===== src/rtl/dsp48_pkg.sv =====
// Shared definitions for the DSP48A1-style MAC sequencer.
//   OPM_M_ZERO / OPM_M_ACC : OPMODE words for first tap (P = M) and accumulate (P = P + M)
//   SLICE_DEPTH            : register stages between read address and P (A/B, M, P)
//   seq_state_e            : sequencer FSM states
package dsp48_pkg;

  localparam logic [7:0] OPM_M_ZERO = 8'h01;
  localparam logic [7:0] OPM_M_ACC  = 8'h09;

  localparam int unsigned SLICE_DEPTH = 3;

  typedef enum logic [1:0] {
    StIdle,
    StIssue,
    StDrain,
    StFin
  } seq_state_e;

endpackage


===== src/rtl/ce_pipe.sv =====
// Valid/first-tap shift register that generates the slice clock enables.
//   clk_i    : clock
//   rst_ni   : asynchronous active-low clear
//   flush_i  : synchronous clear of every stage (abort)
//   vld_i    : a read address was presented this cycle
//   first_i  : that address belongs to tap 0
//   vld_o    : per-stage valid bits, vld_o[0] is the earliest stage
//   first_o  : last stage carries tap 0
module ce_pipe
  import dsp48_pkg::*;
#(
  parameter int unsigned Depth = SLICE_DEPTH
) (
  input  logic             clk_i,
  input  logic             rst_ni,
  input  logic             flush_i,
  input  logic             vld_i,
  input  logic             first_i,
  output logic [Depth-1:0] vld_o,
  output logic             first_o
);

  logic [Depth-1:0] vld_q;
  logic [Depth-1:0] first_q;

  always_ff @(posedge clk_i or negedge rst_ni) begin
    if (!rst_ni) begin
      vld_q   <= '0;
      first_q <= '0;
    end else if (flush_i) begin
      vld_q   <= '0;
      first_q <= '0;
    end else begin
      vld_q   <= {vld_q[Depth-2:0], vld_i};
      first_q <= {first_q[Depth-2:0], first_i & vld_i};
    end
  end

  assign vld_o   = vld_q;
  assign first_o = first_q[Depth-1] & vld_q[Depth-1];

endmodule


===== src/rtl/dsp_mac_sequencer.sv =====
// Control-side sequencer for one DSP48A1-style slice performing an N-tap MAC.
//   CLK, RST      : clock, asynchronous active-low reset
//   start_i       : start request, taken only when idle and not busy
//   abort_i       : synchronous cancel of a running sequence
//   taps_len_i    : tap count N (saturated to 2^AW), sampled with start_i
//   addr_o        : sample/coefficient read address (memories have 1-cycle latency)
//   ce_ab_o/ce_m_o/ce_p_o : slice register clock enables
//   rst_p_o       : one-cycle synchronous clear of P at the start of a run
//   opmode_o      : 8'h01 on tap 0's P capture, 8'h09 otherwise
//   busy_o        : high from the accepting edge until done_o drops
//   done_o        : one-cycle pulse, P holds the final sum
module dsp_mac_sequencer
  import dsp48_pkg::*;
#(
  parameter int unsigned AW = 8,
  parameter int unsigned NW = 9
) (
  input  logic          CLK,
  input  logic          RST,
  input  logic          start_i,
  input  logic          abort_i,
  input  logic [NW-1:0] taps_len_i,
  output logic [AW-1:0] addr_o,
  output logic          ce_ab_o,
  output logic          ce_m_o,
  output logic          ce_p_o,
  output logic          rst_p_o,
  output logic [7:0]    opmode_o,
  output logic          busy_o,
  output logic          done_o
);

  localparam logic [NW-1:0] MaxTaps = NW'(2 ** AW);

  seq_state_e state_q, state_d;
  logic [NW-1:0] cnt_q, cnt_d;
  logic [NW-1:0] n_q, n_d;
  logic [AW-1:0] addr_q, addr_d;
  logic          vld_q, vld_d;
  logic          first_q, first_d;
  logic          start_seen_q, start_seen_d;
  logic          rst_p_q, rst_p_d;
  logic          done_q, done_d;
  logic          busy_q, busy_d;

  logic                   flush;
  logic [NW-1:0]          taps_sat;
  logic [SLICE_DEPTH-1:0] pipe_vld;
  logic                   pipe_first;

  always_comb begin
    state_d      = state_q;
    cnt_d        = cnt_q;
    n_d          = n_q;
    addr_d       = addr_q;
    vld_d        = 1'b0;
    first_d      = 1'b0;
    start_seen_d = 1'b0;
    // P is cleared the cycle after the accepting edge, alongside ADDR 0.
    rst_p_d      = start_seen_q;
    done_d       = 1'b0;
    flush        = 1'b0;
    taps_sat     = (taps_len_i > MaxTaps) ? MaxTaps : taps_len_i;

    unique case (state_q)
      StIdle: begin
        // busy_q is still high during the DONE cycle, so a START there is ignored.
        if (start_i && !busy_q) begin
          n_d          = taps_sat;
          cnt_d        = '0;
          start_seen_d = 1'b1;
          state_d      = (taps_sat == '0) ? StFin : StIssue;
        end
      end
      StIssue: begin
        vld_d   = 1'b1;
        addr_d  = cnt_q[AW-1:0];
        first_d = (cnt_q == '0);
        cnt_d   = cnt_q + 1'b1;
        if (cnt_q == n_q - 1'b1) begin
          state_d = StDrain;
        end
      end
      StDrain: begin
        // Last tap is in M this cycle; it reaches P one edge after FIN.
        if (!vld_q && !pipe_vld[0]) begin
          state_d = StFin;
        end
      end
      StFin: begin
        // For N=0 wait out the RST_P pulse so DONE lands after P is cleared.
        if (!start_seen_q) begin
          done_d  = 1'b1;
          state_d = StIdle;
        end
      end
      default: state_d = StIdle;
    endcase

    if (abort_i && (state_q != StIdle)) begin
      state_d      = StIdle;
      vld_d        = 1'b0;
      first_d      = 1'b0;
      start_seen_d = 1'b0;
      rst_p_d      = 1'b0;
      done_d       = 1'b0;
      flush        = 1'b1;
    end

    busy_d = (state_d != StIdle) || done_d;
  end

  always_ff @(posedge CLK or negedge RST) begin
    if (!RST) begin
      state_q      <= StIdle;
      cnt_q        <= '0;
      n_q          <= '0;
      addr_q       <= '0;
      vld_q        <= 1'b0;
      first_q      <= 1'b0;
      start_seen_q <= 1'b0;
      rst_p_q      <= 1'b0;
      done_q       <= 1'b0;
      busy_q       <= 1'b0;
    end else begin
      state_q      <= state_d;
      cnt_q        <= cnt_d;
      n_q          <= n_d;
      addr_q       <= addr_d;
      vld_q        <= vld_d;
      first_q      <= first_d;
      start_seen_q <= start_seen_d;
      rst_p_q      <= rst_p_d;
      done_q       <= done_d;
      busy_q       <= busy_d;
    end
  end

  ce_pipe #(
    .Depth (SLICE_DEPTH)
  ) u_ce_pipe (
    .clk_i   (CLK),
    .rst_ni  (RST),
    .flush_i (flush),
    .vld_i   (vld_q),
    .first_i (first_q),
    .vld_o   (pipe_vld),
    .first_o (pipe_first)
  );

  assign addr_o   = addr_q;
  assign ce_ab_o  = pipe_vld[0];
  assign ce_m_o   = pipe_vld[1];
  assign ce_p_o   = pipe_vld[2];
  assign rst_p_o  = rst_p_q;
  assign opmode_o = pipe_first ? OPM_M_ZERO : OPM_M_ACC;
  assign busy_o   = busy_q;
  assign done_o   = done_q;

endmodule

===== config.mk =====
export PLATFORM = sky130hd
export DESIGN_NAME = dsp_mac_sequencer
export DESIGN_NICKNAME = d
export VERILOG_FILES = /design/src/rtl/dsp48_pkg.sv /design/src/rtl/ce_pipe.sv /design/src/rtl/dsp_mac_sequencer.sv
export SDC_FILE = /design/constraint.sdc
export NUM_CORES = 1
export LEC_CHECK = 0
export ABC_CLOCK_PERIOD_IN_PS = 2200
export CELL_PAD_IN_SITES_DETAIL_PLACEMENT = 2
export CELL_PAD_IN_SITES_GLOBAL_PLACEMENT = 2
export CORE_MARGIN = 2
export CORE_UTILIZATION = 33
export CTS_CLUSTER_DIAMETER = 80
export DETAILED_ROUTE_END_ITERATION = 12
export GPL_TIMING_DRIVEN = 0
export PLACE_DENSITY_LB_ADDON = 0.1
export SYNTH_ARGS = -nofsm -noshare
export SYNTH_HDL_FRONTEND = slang
export SYNTH_SLANG_ARGS = --single-unit
export TNS_END_PERCENT = 5

===== constraint.sdc =====
create_clock -name CLK -period 2.2 [get_ports CLK]
set_clock_uncertainty 0.1 [all_clocks]
set_input_delay 0.44 -clock CLK [delete_from_list [all_inputs] [get_ports CLK]]
set_output_delay 0.44 -clock CLK [all_outputs]
set_load 0.05 [all_outputs]

; ---- Yosys cells after proc, flatten, opt, wreduce, memory -nomap -nowiden
; Cells that the tools add are included.
[word_totals]
regBits = 40
in_bits = 13
output_inout_bits = 22
elab_cells = 62
[classes]
add_sub_neg = 2
order_cmp = 1
eq_ne = 5
n_mux = 25
bitwise = 2
reduce_logical = 15
[op_table]
columns = operator, n
row1 = 9-bit logical NOT, 2
row2 = 9-bit two-way mux, 2
row3 = 9-bit one-hot mux with 2 select lines, 1
row4 = 1-bit two-way mux, 12
row5 = 2-bit two-way mux, 6
row6 = 9-bit by 1-bit adder with 9-bit output (second input constant), 1
row7 = 9-bit equality test, 1
row8 = 9-bit > comparator (second input constant), 1
row9 = 9-bit by 1-bit subtractor with 9-bit output (second input constant), 1
row10 = 2-bit one-hot mux with 4 select lines, 1
row11 = 3-bit two-way mux, 2
row12 = 2-bit nonzero test, 3
row13 = 2-bit equality test (second input constant), 2
row14 = 4-bit two-way mux, 1
row15 = 2-bit AND reduction, 2
row16 = 1-bit logical AND, 3
row17 = 1-bit logical NOT, 3
row18 = 1-bit AND, 2
row19 = 2-bit by 1-bit equality test with 1-bit output (second input constant), 1
row20 = 2-bit logical NOT, 1
row21 = 2-bit != test (second input constant), 1
row22 = 1-bit logical OR, 1

; ---- Depth between registers and ports, before layout
[logic_depth]
word_depth = 9
mapped_depth = 8
depth_no_buf = 7

; ---- By module
; Synthesis repeated with hierarchy kept, for this count alone.
[hier_totals]
hier_cells = 209
hier_area_um2 = 2010.7
[modules_own_cells]
columns = mod, instances, cells_per_inst, area_per_inst_um2, seq_area_each_um2
row1 = dsp_mac_sequencer, 1, 196, 1800.5, 850.8
row2 = ce_pipe, 1, 13, 210.2, 150.1

; ---- Worst setup path after synthesis
; No wires, ideal clock.
[synth_timing]
kind = register to register
from = register busy_q (netlist: busy_o)
to = register cnt_q[6]
setup_time_ns = 0.123
arrival_ns = 1.541
required_time_ns = 1.977
slack_ns = 0.435
path_stages_with_launch = 6
n_path_buf = 2
synth_period_minus_slack_ns = 1.765
cell_sequence = dfrtp_1 or4b_1 buf_6 buf_6 nand3_1 o21ai_1
[synth_between]
elab_chain_cells = 4
[synth_rtl]
columns = item, line_no
row1 = from (decl), dsp_mac_sequencer.sv:44  ; logic busy_q, busy_d;
row2 = from (signal assigned), dsp_mac_sequencer.sv:135  ; busy_q <= busy_d;
row3 = 1-bit logical NOT, dsp_mac_sequencer.sv:68  ; if (start_i && !busy_q) begin
row4 = 1-bit logical AND, dsp_mac_sequencer.sv:68
row5 = 2-bit != test (no source line), --
row6 = 2-bit AND reduction (no source line), --
row7 = to (signal assigned), dsp_mac_sequencer.sv:127  ; cnt_q <= cnt_d;
row8 = to (decl), dsp_mac_sequencer.sv:36  ; logic [NW-1:0] cnt_q, cnt_d;
; Every way passes these cells.
; A chain may end at the register's enable or synchronous reset.

; ---- Worst setup path in the final report
[layout_timing]
from = register u_ce_pipe.vld_q[2] (netlist: u_ce_pipe.vld_o[2])
to = output port opmode_o[3]
[layout_between]
elab_chain_cells = 2
[layout_rtl]
columns = item, line_no
row1 = from (decl), ce_pipe.sv:23  ; logic [Depth-1:0] vld_q;
row2 = from (signal assigned), ce_pipe.sv:34  ; vld_q <= {vld_q[Depth-2:0], vld_i};
row3 = 1-bit AND, ce_pipe.sv:40  ; assign first_o = first_q[Depth-1] & vld_q[Depth-1];
row4 = 4-bit two-way mux, dsp_mac_sequencer.sv:156  ; assign opmode_o = pipe_first ? OPM_M_ZERO : OPM_M_ACC;
row5 = to (decl), dsp_mac_sequencer.sv:28  ; output logic [7:0] opmode_o,
; Every way passes these cells.

==> results_dict.tcl <==
set metrics [dict create \
    io_buffers 26 \
    pwr-share-comb_pct 49.6 \
    critPathTopFamily "buffers and inverters" \
    cts_setup_buffers 0 \
    p_leak_uw 0.00119 \
    core_area_sq_mm 0.00628 \
    grt_overflow 0 \
    cap_violations 0 \
    track_usage_pct 16.5 \
    synth_top_family_by_area "simple AND/OR/NAND/NOR gates" \
    vdd.ir_drop.worst_mv 0.555 \
    p_seq_share_pct 33.0 \
    yosys_warnings 0 \
    pre_cts_slack_ns 0.0655 \
    cp-start-kind "flip-flop" \
    cts_made_buffers 5 \
    routed_wirelength_mm 5.34 \
    p_sw_share_pct 44.6 \
    dp.final_hpwl_mm 3.96 \
    crit_path_max_incr_delay_ns 0.79 \
    cts_tree "built" \
    synth_cell_types 42 \
    required_ns 1.66 \
    area_growth_pct 23.8 \
    drtIter0Drc 38 \
    p_total_uw 3550 \
    netlist_area_sq_mm 0.00212 \
    placed_cells 333 \
    clockBufferDepth 2 \
    grt_max_degree 23 \
    grt_pass1_wl_mm 9.15 \
    synthAdderAreaFrac_pct 1.77 \
    path_class "reg2out" \
    fin_nets 279 \
    path_cells "nand2_1 -> clkdlybuf4s50_1" \
    pin_count 35 \
    first_pass_iters 4 \
    fmax_mhz 486 \
    cts_repair_resize_count 0 \
    htree_num_levels 2 \
    setup_violations 0 \
    fin_ws_ns 0.143 \
    crit_cells 2 \
    drtAntennaViolNets 0 \
    grt_antenna_before_repair 0 \
    cp_num_buf_inv 1 \
    final-seq-area_sq_mm 0.00100 \
    netlist_instances 224 \
    fp.dieW_microns 84.2 \
    crit_path_max_fanout 2 \
    final_cells 341 \
    ctsRootBufferMaster "clkbuf_8" \
    finalHoldViolations 0 \
    synthMuxAreaShare_pct 0 \
    internal-power_uw 1970 \
    synth_xor_area_share_pct 4.54 \
    p_clk_share_pct 17.4 \
    reg2regPathDepth 7 \
    ys_seq_area_share_pct 47.2 \
    insertion_delay_ns 0.30 \
    synth-simple-area-share_pct 25.4 \
    drc 0 \
    clkSinkCount 40 \
    start_util_pct 33.8 \
    place_congestion 0.816 \
    status "finished clean" \
    vias 1709 \
    dieArea_sq_mm 0.00709 \
    period_share_pct 93.5 \
    worst_pin_slew_ns 0.831 \
    layout_commonest_cell "dfrtp_1" \
    fillCellCount 695 \
    synth-seq-cells 40 \
    hp-class "in2async" \
    synth_compound_area_share_pct 12.6 \
    path_clk_slew_ns 0.09 \
    rows 29 \
    die_y_microns 84.2 \
    final_max_slew_viol_count 0 \
    power.switching_uw 1580 \
    layout_min_cycle_time_ns 2.06 \
    layout_common_cells "dfrtp_1, nand2_1, clkdlybuf4s50_1, nand2b_1, o21ai_1" \
    diodes 0 \
    rsz0062_at_grt "no" \
    relSlewSlack_pct 44.0 \
    cts_hold_buf 0 \
    crit_arrival_ns 1.52 \
    viasPerCell 5.01 \
    end_kind "output pin" \
    grt_pass1_vias 1784 \
    syn_avg_cell_area_sq_um 9.47 \
    multi_input_area_sq_um 965 \
    drive_gt1_share_pct 15.5 \
    cpMaxStageDelayCell "clkdlybuf4s50_1" \
    p_per_area_mw_per_mm2 1350 \
    avgRoutedWirePerCell_microns 15.7 \
]
-- state kept, by name, summed over array words and instances (netlist names) --
signal	flops
addr_o	8
busy_o	1
cnt_q	9
done_o	1
first_q	1
n_q	9
rst_p_o	1
start_seen_q	1
state_q	2
u_ce_pipe.first_q	3
u_ce_pipe.vld_o	3
vld_q	1
-- stage by stage --
stage	cell area (sq um)	hold WS [ns]	utilization, %	TNS, ns
after floorplan	2140	0.0444	-	0
after global placement	2500	0.334	39.8	-20.32
after detailed placement	2520	0.338	40.1	0
after CTS	2630	0.0163	41.9	0
after global routing	2630	0.0100	41.9	0
final	2630	0.000242	41.9	0
-- power groups by stage --
stage | Clock [uW] | Combinational (uW) | Sequential [uW]
after floorplan | 0 | 1060 | 1370
after global placement | 0 | 1730 | 1180
after detailed placement | 0 | 1780 | 1190
after CTS | 633 | 1800 | 1180
after global routing | 664 | 1960 | 1210
final | 618 | 1760 | 1170
-- synth_stat cells, drive strengths merged --
library cell,n,area (sq um)
dfrtp,40,1000
nand2,38,143
o21ai,26,156
buf,18,129
nand2b,11,68.8
nor2,10,37.5
nand3,8,55.1
and2,7,43.8
xor2,6,52.6
inv,5,18.8
nor3,5,25.0
xnor2,5,43.8
a21oi,4,20.0
and3,4,25.0
nand3b,4,30.0
clkbuf,3,11.3
ha,3,37.5
nand4,3,18.8
nor4,3,25.0
conb,2,7.51
nand4b,2,17.5
nor2b,2,12.5
nor4b,2,17.5
o211ai,2,20.0
o31ai,2,15.0
a211oi,1,12.5
a311o,1,10.0
a311oi,1,8.76
a31o,1,8.76
a31oi,1,6.26
a32oi,1,8.76
clkinv,1,16.3
or3b,1,8.76
or4b,1,10.0
-- per-layer routing --
layer  share of wire [%]  GRT usage [%]  wire length [microns]
met5                   0              0                      0
met4                 1.2           4.40                     64
met3                 3.0           3.54                    158
met2                  50           28.0                   2670
met1                  46           21.3                   2450
-- worst paths after layout --
check                                             to  slack, ns            startpoint
worst max-delay path                     opmode_o[3]       0.14    u_ce_pipe.vld_o[2]
worst min-delay path                          n_q[6]     0.0002                   RST
worst max register to register            state_q[0]       0.16                n_q[0]
worst min register to register  u_ce_pipe.first_q[1]       0.36  u_ce_pipe.first_q[0]
max in group asynchronous                   cnt_q[0]       1.52                   RST
min in group CLK                u_ce_pipe.first_q[1]       0.36  u_ce_pipe.first_q[0]
-- kinds of logic (layout without fill, tap and decap cells) --
logic type	after synthesis	after routing
AOI/OAI and AO/OA	40	40
DFF	40	40
other	2	7
and+or+nand+nor	101	101
adders and majority gates	3	3
xor gates and xnor gates	11	11
buffers and inverters	27	62
-- cell type report --
class                   count  area share (%)
repair buffers             27            10.8
multi-input cells         162            36.7
well taps                  77            3.67
flip-flops and latches     40            38.1
inverters                   6            1.33
clock buffers               6            2.76
clock inverters             2            1.33
plain buffers              21            5.33
Power figures use the tool's default switching activity.
